**config.mk**
```make
export PLATFORM = sky130hd
export DESIGN_NAME = multu_seq
export DESIGN_NICKNAME = d
export VERILOG_FILES = /design/src/rtl/multu_seq.sv
export SDC_FILE = /design/constraint.sdc
export NUM_CORES = 1
export LEC_CHECK = 0
export BUFFER_PORTS_ARGS = -buffer_cell sky130_fd_sc_hd__buf_2
export CORE_ASPECT_RATIO = 0.75
export CORE_UTILIZATION = 35
export DETAILED_ROUTE_END_ITERATION = 16
export HOLD_SLACK_MARGIN = 0.06
export PLACE_DENSITY = 0.63
export SKIP_CTS_REPAIR_TIMING = 1
export SLEW_MARGIN = 20
export SYNTH_ARGS = -nofsm -noshare
export SYNTH_HDL_FRONTEND = slang
export SYNTH_SLANG_ARGS = --single-unit
```
**constraint.sdc**
```tcl
create_clock -name clk -period 6.4 [get_ports clk]
set_input_delay 1.6 -clock clk [delete_from_list [all_inputs] [get_ports clk]]
set_output_delay 1.6 -clock clk [all_outputs]
set_load 0.01 [all_outputs]
```
**src/rtl/multu_seq.sv**
```systemverilog
// multu_seq: multi-cycle MULTU sequencer. It owns the HI/LO register pair and
// computes an unsigned WIDTH x WIDTH product with an iterative shift-add loop.
// The latency is fixed at WIDTH cycles in RUN, with no early exit. While an
// operation is in flight, the block stalls the pipeline front end for a new
// MULTU or an MFHI/MFLO.
module multu_seq #(
    parameter int WIDTH = 32
) (
    input  logic             clk,
    input  logic             rst,
    input  logic             start,
    input  logic [WIDTH-1:0] a,
    input  logic [WIDTH-1:0] b,
    input  logic             mf_req,
    output logic             busy,
    output logic             done,
    output logic             stall,
    output logic [WIDTH-1:0] hi,
    output logic [WIDTH-1:0] lo
);

    localparam int PW    = 2 * WIDTH;
    localparam int CNT_W = (WIDTH > 1) ? $clog2(WIDTH) : 1;

    localparam logic [CNT_W-1:0] LAST_CNT = CNT_W'(WIDTH - 1);

    typedef enum logic {
        ST_IDLE = 1'b0,
        ST_RUN  = 1'b1
    } state_e;

    state_e            state_q, state_d;
    logic [PW-1:0]     acc_q, acc_d;
    logic [PW-1:0]     mcand_q, mcand_d;
    logic [WIDTH-1:0]  mplier_q, mplier_d;
    logic [CNT_W-1:0]  cnt_q, cnt_d;
    logic [WIDTH-1:0]  hi_q, hi_d;
    logic [WIDTH-1:0]  lo_q, lo_d;
    logic              done_q, done_d;

    // Accumulator value after this iteration's conditional add.
    logic [PW-1:0]     acc_sum;

    // Conditional add of the shifted multiplicand. The result cannot exceed 2W bits.
    always_comb begin
        acc_sum = acc_q + (mplier_q[0] ? mcand_q : '0);
    end

    // Next-state and datapath control for the IDLE/RUN sequencer.
    always_comb begin
        // NOTE: every signal gets a default first so no path can leave one unassigned and infer a latch.
        state_d  = state_q;
        acc_d    = acc_q;
        mcand_d  = mcand_q;
        mplier_d = mplier_q;
        cnt_d    = cnt_q;
        hi_d     = hi_q;
        lo_d     = lo_q;
        done_d   = 1'b0;

        unique case (state_q)
            ST_IDLE: begin
                if (start) begin
                    mcand_d  = {{WIDTH{1'b0}}, a};
                    mplier_d = b;
                    acc_d    = '0;
                    cnt_d    = '0;
                    state_d  = ST_RUN;
                end
            end
            ST_RUN: begin
                // A start seen here is ignored. The held instruction presents it again later.
                acc_d    = acc_sum;
                mcand_d  = mcand_q << 1;
                mplier_d = mplier_q >> 1;
                cnt_d    = cnt_q + 1'b1;
                if (cnt_q == LAST_CNT) begin
                    {hi_d, lo_d} = acc_sum;
                    done_d       = 1'b1;
                    state_d      = ST_IDLE;
                end
            end
            default: begin
                state_d = ST_IDLE;
            end
        endcase
    end

    // State and datapath registers. A synchronous reset discards any partial result.
    always_ff @(posedge clk) begin
        // NOTE: sequential state uses non-blocking assignments so every register samples pre-edge values.
        if (rst) begin
            state_q  <= ST_IDLE;
            acc_q    <= '0;
            mcand_q  <= '0;
            mplier_q <= '0;
            cnt_q    <= '0;
            hi_q     <= '0;
            lo_q     <= '0;
            done_q   <= 1'b0;
        end else begin
            state_q  <= state_d;
            acc_q    <= acc_d;
            mcand_q  <= mcand_d;
            mplier_q <= mplier_d;
            cnt_q    <= cnt_d;
            hi_q     <= hi_d;
            lo_q     <= lo_d;
            done_q   <= done_d;
        end
    end

    // Outputs. The stall is combinational so that the request cycle itself is held.
    always_comb begin
        busy  = (state_q == ST_RUN);
        stall = busy & (start | mf_req);
        done  = done_q;
        hi    = hi_q;
        lo    = lo_q;
    end

endmodule

```
==> flow_summary.toml <==
[run_status]
outcome = "finished, final reports clean"

[route]
ant_nets = 0
wl_met2_um = 14600
drc_errors = 0
wl_met1_um = 17400
routed_wl_um = 34600
post_drt_wl_per_cell_um = 15.6
met3_length_um = 1700
vias_per_cell = 5.18
drt_iter0_drc = 744
drt_first_pass_iters = 5
vias = 11500
top_layer = "met4"

[sta]
max_freq_mhz = 243
slew_violations = 0
slew_headroom = 0.401
skew_ns = 0.0130
post-route-period-util = 0.644
rsz0062_at_grt = "no"
fin_tns_setup_ns = 0
min_period_ns = 4.12
worst_pin_slew_ns = 0.898
setup_viol = 0
hold_viol = 0
timing.hold.ws_ns = 0.447

[place]
dpl_cell_area_um2 = 13900
io_buffers = 134
place.gp.congestion = 0.914
dpl.cell_count = 2162
hpwlAfterDp_um = 24000

[synth]
synth.area.top_cells = "dfxtp_1, a21oi_1, nor2_1"
synth_warnings = 0
ys_async_sr_fraction = 0
yosysTopAreaCell = "dfxtp_1"
synth_flop_cell = "dfxtp_1"
syn_area_um2 = 13000
synthCells = 1645
netlist.area_leader.share = 0.357
synthesis.nets = 1779
ys_types = 60
ys_ff_latch = 231
avgSynthCellArea_um2 = 7.88
synth_edf_count = 0
ys_seq_area_frac = 0.357

[cts]
clk_pin_slew_ns = 0.07
h-tree-depth = 1
cts_tree = "yes"
cts.sinks = 231
clockBufferDepth = 3
cts-root-buf = "clkbuf_16"
clk_latency_ns = 0.54
cts-buffers-inserted = 27

[critical_path]
r2r_start = "mplier_q[0]"
path_cells = "buf_4 > nand2_1 > inv_1 > ha_1 > a211oi_1 > o21ai_2 > a41oi_2 > o31ai_4 > a31oi_2 > a211oi_2 > a21oi_1 > o21ai_1 > nor4_1 > a211o_1"
crit_family = "compound AO/OA/AOI/OAI gates"
slowest_stage = "a21oi_1"
cp_data_required_time_ns = 6.88
cp_max_fo = 64
crit_start = "mplier_q[0]"
end_kind = "flop"
cp_slowest_stage_delay_ns = 0.52
startpoint_type = "flop"
crit_arrival_ns = 4.60
crit_buf_inv = 2
worstSetupPathType = "flop to flop"

[die]
fp.dieArea_um2 = 37800
start_util = 0.358
core_um2 = 36200
die_w_um = 224
io_pins = 135
fp-row-count = 60
die_h_um = 169

[global_route]
first_global_vias = 10800
grt_max_degree = 97
grt.total_usage = 0.181
antenna_found_initial = 0
grt_pass1_wl_um = 56600
grt_overflow = 0

[job]
maxCapViolCount = 0

[finish]
nFillCells = 3745
antennaDiodeCount = 0
multi_input_area_um2 = 7830
final_nets = 1829
area_growth_pct = 14.4
final_area_um2 = 14800
drive_above_1_share = 0.124
fin_cells = 2211
final_common_cell = "a21oi_1"
layout_common_cells = "a21oi_1, nor2_1, dfxtp_1"
seq_area_um2 = 4630

[min_path]
holdCritStartpoint = "hi[30]"
hp-class = "flop to flop"

[power_and_ir_drop]
p_leak_uw = 0.00651
pwr_density_cell_nw_per_um2 = 223
ir_drop_mv = 0.158
power_uw = 3310
## worst register-to-register path: cells and delay by family (launching register included)
family / cells / cell delay [ns]
AOI/OAI and AO/OA: 9 / 2.48
DFF: 1 / 0.33
adders and majority gates: 1 / 0.25
buffers and inverters: 2 / 0.58
and+or+nand+nor: 2 / 0.44
## cells by family (layout without fill, tap and decap cells)
logic type | count (synthesis) | after routing | share of synthesized area
AND/OR/NAND/NOR | 621 | 621 | 0.226
AO/OA/AOI/OAI | 463 | 463 | 0.220
flip-flops | 231 | 231 | 0.357
buffers and inverters | 136 | 206 | 0.0404
multiplexers | 67 | 67 | 0.0518
adder cells (fa/ha/maj) | 66 | 66 | 0.0643
XOR/XNOR | 61 | 61 | 0.0412
## path summary, 6_finish.rpt
| path | end | cells after the start | slack, ns |
|---|---|---|---|
| max | hi[27] | 14 | 2.28 |
| min | hi[30] | 2 | 0.45 |
| max reg2reg | hi[27] | 14 | 2.28 |
| min reg2reg | hi[30] | 2 | 0.45 |
## area by class of cell
| type | instances | share of cell area |
|---|---|---|
| multi-input combinational | 1278 | 0.528 |
| timing repair buffer | 145 | 0.0517 |
| inverter | 12 | 0.00304 |
| clock inverter | 16 | 0.0136 |
| tap | 496 | 0.0419 |
| clock buffer | 33 | 0.0498 |
| sequential | 231 | 0.312 |
## report_power, final
part	total [µW]	switching [µW]	internal [µW]	leakage, µW
Sequential	1480	18.8	1470	0.00187
Clock	1620	635	985	0.000459
Combinational	205	134	70.9	0.00418
Total	3310	788	2520	0.00651
## registers in the layout, summed over array words and instances (netlist names)
signal / count
cnt_q: 5
done: 1
hi: 32
acc_q: 64
mcand_q: 64
lo: 32
busy: 1
mplier_q: 32
## per-layer routing
| layer | track usage | vias to the layer above |
|---|---|---|
| met5 | 0 | - |
| met4 | 0.0455 | 0 |
| met3 | 0.0276 | 54 |
| met2 | 0.275 | 225 |
| met1 | 0.266 | 5348 |
| li1 | - | 5834 |
## per-stage QoR
step | utilization | setup WS [ns]
after global routing | 0.410 | 1.98
after global placement | 0.384 | 2.24
after floorplan | - | 2.25
final | 0.410 | 2.28
after detailed placement | 0.384 | 2.24
after CTS | 0.410 | 2.24
## cells in the mapped netlist (10+ instances only)
library cell	n
a211oi_1	13
a21o_1	57
a21oi_1	253
a22o_1	31
and2_1	67
buf_1	24
clkbuf_1	90
dfxtp_1	231
ha_1	65
inv_1	12
mux2i_1	66
nand2_1	167
nand3_1	11
nand4_1	22
nor2_1	243
nor3_1	10
nor3b_1	64
o21ai_0	26
o21ai_1	22
o21bai_1	12
xnor2_1	36
xor2_1	25
Power figures use the tool's default switching activity.
